`src/rtl/if_sequencer.sv`:
```
// Instruction-fetch sequencer: owns the PC, reads the instruction memory combinationally
// and fills the IF/ID register, with start, stall, branch redirect and halt handling.
module if_sequencer #(
  parameter logic [7:0]  RESET_PC  = 8'd0,
  parameter logic [31:0] HALT_WORD = 32'hFC000000,
  parameter int unsigned CNT_W     = 16
) (
  input  logic             clk,
  input  logic             rst_n,
  input  logic             Start,
  input  logic             Stall,
  input  logic             BranchTaken,
  input  logic [7:0]       BranchTarget,
  output logic [7:0]       Address,
  input  logic [31:0]      InstructionIn,
  output logic [31:0]      IFIDInstr,
  output logic [7:0]       IFIDPC,
  output logic             IFIDValid,
  output logic             Halted,
  output logic             Wrapped,
  output logic [CNT_W-1:0] FetchCount
);

  typedef enum logic [1:0] {
    StIdle,
    StFetch,
    StHalt
  } state_e;

  // Word alignment is enforced even if RESET_PC is misaligned.
  localparam logic [7:0] StartPc = {RESET_PC[7:2], 2'b00};
  localparam logic [7:0] LastPc  = 8'd252;

  state_e           state_q, state_d;
  logic [7:0]       pc_q, pc_d;
  logic [31:0]      ifid_instr_q, ifid_instr_d;
  logic [7:0]       ifid_pc_q, ifid_pc_d;
  logic             ifid_valid_q, ifid_valid_d;
  logic             wrapped_q, wrapped_d;
  logic [CNT_W-1:0] fetch_count_q, fetch_count_d;

  logic             is_halt_word;
  logic             count_full;

  assign is_halt_word = (InstructionIn == HALT_WORD);
  assign count_full   = (fetch_count_q == {CNT_W{1'b1}});

  always_comb begin
    state_d       = state_q;
    pc_d          = pc_q;
    ifid_instr_d  = ifid_instr_q;
    ifid_pc_d     = ifid_pc_q;
    ifid_valid_d  = ifid_valid_q;
    wrapped_d     = wrapped_q;
    fetch_count_d = fetch_count_q;

    unique case (state_q)
      StIdle: begin
        ifid_valid_d = 1'b0;
        if (Start) begin
          pc_d    = StartPc;
          state_d = StFetch;
        end
      end

      StFetch: begin
        if (BranchTaken) begin
          // Redirect beats both stall and a halt word; leaves one bubble.
          pc_d         = {BranchTarget[7:2], 2'b00};
          ifid_valid_d = 1'b0;
        end else if (Stall) begin
          // Hold everything.
        end else if (is_halt_word) begin
          ifid_valid_d = 1'b0;
          state_d      = StHalt;
        end else begin
          ifid_instr_d = InstructionIn;
          ifid_pc_d    = pc_q;
          ifid_valid_d = 1'b1;
          pc_d         = pc_q + 8'd4;
          if (pc_q == LastPc) begin
            wrapped_d = 1'b1;
          end
          if (!count_full) begin
            fetch_count_d = fetch_count_q + CNT_W'(1);
          end
        end
      end

      StHalt: begin
        ifid_valid_d = 1'b0;
        if (Start) begin
          pc_d    = StartPc;
          state_d = StFetch;
        end
      end

      default: begin
        state_d      = StIdle;
        ifid_valid_d = 1'b0;
      end
    endcase
  end

  always_ff @(posedge clk or negedge rst_n) begin
    if (!rst_n) begin
      state_q       <= StIdle;
      pc_q          <= StartPc;
      ifid_instr_q  <= 32'd0;
      ifid_pc_q     <= 8'd0;
      ifid_valid_q  <= 1'b0;
      wrapped_q     <= 1'b0;
      fetch_count_q <= '0;
    end else begin
      state_q       <= state_d;
      pc_q          <= pc_d;
      ifid_instr_q  <= ifid_instr_d;
      ifid_pc_q     <= ifid_pc_d;
      ifid_valid_q  <= ifid_valid_d;
      wrapped_q     <= wrapped_d;
      fetch_count_q <= fetch_count_d;
    end
  end

  assign Address    = pc_q;
  assign IFIDInstr  = ifid_instr_q;
  assign IFIDPC     = ifid_pc_q;
  assign IFIDValid  = ifid_valid_q;
  assign Halted     = (state_q == StHalt);
  assign Wrapped    = wrapped_q;
  assign FetchCount = fetch_count_q;

endmodule

```
`config.mk`:
```
export PLATFORM = sky130hd
export DESIGN_NAME = if_sequencer
export DESIGN_NICKNAME = d
export VERILOG_FILES = /design/src/rtl/if_sequencer.sv
export SDC_FILE = /design/constraint.sdc
export NUM_CORES = 1
export LEC_CHECK = 0
export CAP_MARGIN = 20
export CORE_ASPECT_RATIO = 1.1
export CORE_MARGIN = 2
export CORE_UTILIZATION = 40
export DETAILED_ROUTE_END_ITERATION = 12
export PLACE_DENSITY = 0.75
export SLEW_MARGIN = 0
export SYNTH_ARGS = -nofsm -noshare
export SYNTH_HDL_FRONTEND = slang
export SYNTH_SLANG_ARGS = --single-unit
```
`constraint.sdc`:
```
create_clock -name clk -period 1.85 [get_ports clk]
set_clock_uncertainty 0.2 [all_clocks]
set_input_delay 0.2775 -clock clk [delete_from_list [all_inputs] [get_ports clk]]
set_output_delay 0.2775 -clock clk [all_outputs]
set_load 0.05 [all_outputs]
```
==> metrics.cfg <==
[routing]
dr_wl_met2_um=3950
dr_total_vias=2461
drt-total-wl_um=7920
vias_per_cell=5.13
post-route-drc-count=0
dr.pass1.iters=4
ant_nets=0
met1_length_um=3500
wl_per_cell_um=16.5
dr.max_layer_used=met4
drt_first_iter_violations=77
routed-wl-met3_um=354

[yosys]
yosys-top-cells-count=dfrtp_1, mux2_2, xor2_1
synth.top_cell.area_share_pct=55.0
synthCells=234
synth_ff_type=dfrtp_1
synth_top_family_by_area=multiplexers
synthMuxAreaShare_pct=16.5
synthSimpleGateAreaFrac_pct=14.3
synth-xor-area-share_pct=3.91
yosys_warnings=0
synth_compound_area_share_pct=5.37
synth.area.top_cells=dfrtp_1, mux2_2, xor2_1
synth.most_common_cell=dfrtp_1
synth_edf_count=0
avgSynthCellArea_um2=12.4
ys_seq_elements=64
netlist_area_mm2=0.00291
yosysTopAreaCell=dfrtp_1
ys_async_sr_fraction_pct=100
yosysSeqAreaShare_pct=55.0
synth-adder-area-share_pct=0.859
ys_types=40

[layout]
multi_input_area_mm2=0.00168
area_growth_pct=71.6
fin_util_pct=71.0
seqCellArea_mm2=0.00162
fin_cells=480
finalNetCount=437
layout-drive-gt1-share_pct=61.0
stdcell_area_mm2=0.00500
antenna_cells=0
num-fill-cells=494

[place]
post-place-cells=448
gp_congestion=0.831
placed_cell_area_mm2=0.00436
io_buffer_count=105
dp.final_hpwl_um=5450
pre_cts_ws_ns=-0.687

[clocking]
cts_buffer_depth=2
clk_latency_ns=0.34
cts_tree=yes
h-tree-depth=3
clock_sinks=64
numCtsBuffers=9
clkTransAtPathRegs_ns=0.07
cts-root-buf=clkbuf_8

[setup_path]
max_stage_delay_ns=0.39
cp-end-kind=flop
crit_family=simple AND/OR/NAND/NOR gates
critPathMaxFanout=4
cp.arrival_ns=1.89
path_class=flop to flop
crit_slowest_cell=dfrtp_2
cp.required_ns=1.88
critPathBufInv=2
critPathLaunchType=flop
cp_cell_sequence=and4_4, nand4_1, buf_6, nor2_4, buf_4, nor3_4, xor2_1
rrSetupSlack_ns=-0.01

[timing]
maxSlewViolCount=0
rsz0062_at_grt=yes
timing.final.ws_setup_ns=-0.0118
hold_viol=0
holdWs_ns=0.00879
clock.fmax_ghz=0.537
fin_crit_ns=1.86
fin_crit_sh_pct=101
setup-violations-final=3

[floorplanning]
io_pins=112
initial_core_util_pct=41.3
die_area_mm2=0.00798
dieHeight_um=93.5
num_rows=32
coreArea_mm2=0.00705
die_w_um=85.4

[global_routing]
gr-usage-all-layers_pct=19.8
grt_pass1_vias=2455
grt_max_degree=65
grt_pass1_wl_um=12300
grt_remaining_overflow=0
antenna_found_initial=0

[outcome]
status=finished, violations left
violations=setup timing

[run]
maxCapViolCount=0

[power]
p_leak_nw=2.46
p_per_area_mw_per_mm2=1060
irDropWorstVdd_mv=0.783

[min_path]
hp-class=primary input to flop

==> per-stage QoR <==
step           total power, W  TNS, ns
2_1_floorplan         0.00311    -2.67
3_3_place_gp          0.00386   -40.22
3_5_place_dp          0.00389   -40.78
4_1_cts               0.00527  -0.0298
5_1_grt               0.00551   -0.567
6_report              0.00529  -0.0310
==> cells by family (layout without fill, tap and decap cells) <==
logic type / Yosys count / in the layout
AOI/OAI and AO/OA: 22 / 22
xor gates and xnor gates: 13 / 13
buffers and inverters: 16 / 174
and+or+nand+nor: 73 / 73
muxes: 43 / 43
other: 1 / 4
DFF: 64 / 64
adders and majority gates: 2 / 2
==> report_power, final <==
group | internal [W] | switching (W) | leakage (nW) | total [W]
Sequential | 0.00164 | 0.000190 | 0.759 | 0.00183
Combinational | 0.000859 | 0.00128 | 1.59 | 0.00214
Clock | 0.000760 | 0.000559 | 0.113 | 0.00132
Total | 0.00326 | 0.00203 | 2.46 | 0.00529
==> state kept, by name, summed over array words and instances (netlist names) <==
register	count
FetchCount	16
IFIDInstr	32
IFIDValid	1
state_q	2
Address	6
IFIDPC	6
Wrapped	1
==> placed cells by master, fill, tap and decap left out, types with 4 or more instances in the layout <==
cell,n
nor3_4,6
buf_12,12
nand4_1,6
dlygate4sd2_1,10
nor2_1,5
clkbuf_8,9
buf_2,7
nand2_1,10
dfrtp_2,14
buf_6,6
clkbuf_2,11
dfrtp_1,50
nor3_1,4
nand3_1,6
o21ai_0,8
conb_1,4
xor2_1,13
nor4_4,7
mux2_4,41
clkdlybuf4s50_1,8
inv_1,5
buf_4,90
==> worst paths after layout <==
kind / cells after the start / endpoint / start
min in group asynchronous: 3 / FetchCount[5]$_DFFE_PN0P_ / rst_n
worst min register to register: 2 / Wrapped$_DFFE_PN0P_ / Wrapped$_DFFE_PN0P_
worst max register to register: 7 / FetchCount[10]$_DFFE_PN0P_ / FetchCount[10]$_DFFE_PN0P_
max in group asynchronous: 3 / state_q[1]$_DFFE_PN0P_ / rst_n
worst max-delay path: 7 / FetchCount[10]$_DFFE_PN0P_ / FetchCount[10]$_DFFE_PN0P_
worst min-delay path: 2 / IFIDInstr[12]$_DFFE_PN0P_ / InstructionIn[12]
==> area by class of cell <==
class                           count  share of cell area, %
Clock inverter                      7                   1.93
Multi-Input combinational cell    157                   33.7
Clock buffer                        9                   2.48
Sequential cell                    64                   32.4
Tap cell                           85                   2.13
Timing Repair Buffer              153                   27.1
Inverter                            5                  0.375
==> worst reg2reg max path, stage by stage, from the launching register on <==
cell and delay [ns]:
dfrtp_2 0.39, and4_4 0.26, nand4_1 0.12, buf_6 0.16, nor2_4 0.23, buf_4 0.20
nor3_4 0.04, xor2_1 0.15
==> per-layer routing <==
| layer | vias to the layer above | track usage, % |
|---|---|---|
| met4 | 0 | 9.13 |
| met2 | 78 | 29.9 |
| met1 | 1223 | 27.8 |
| met5 | - | 0 |
| li1 | 1146 | - |
| met3 | 14 | 3.35 |
==> timing repair <==
item | 4_1_cts | 5_1_grt
endpoints found under the hold margin | 64 | 1
gates cloned | 1 | 0
hold buffers | 1 | 1
pin swaps | 14 | 26
setup endpoints to repair | 64 | 61
buffers inserted | 6 | 7
resized for setup | 97 | 54
(Power assumes the default switching activity.)
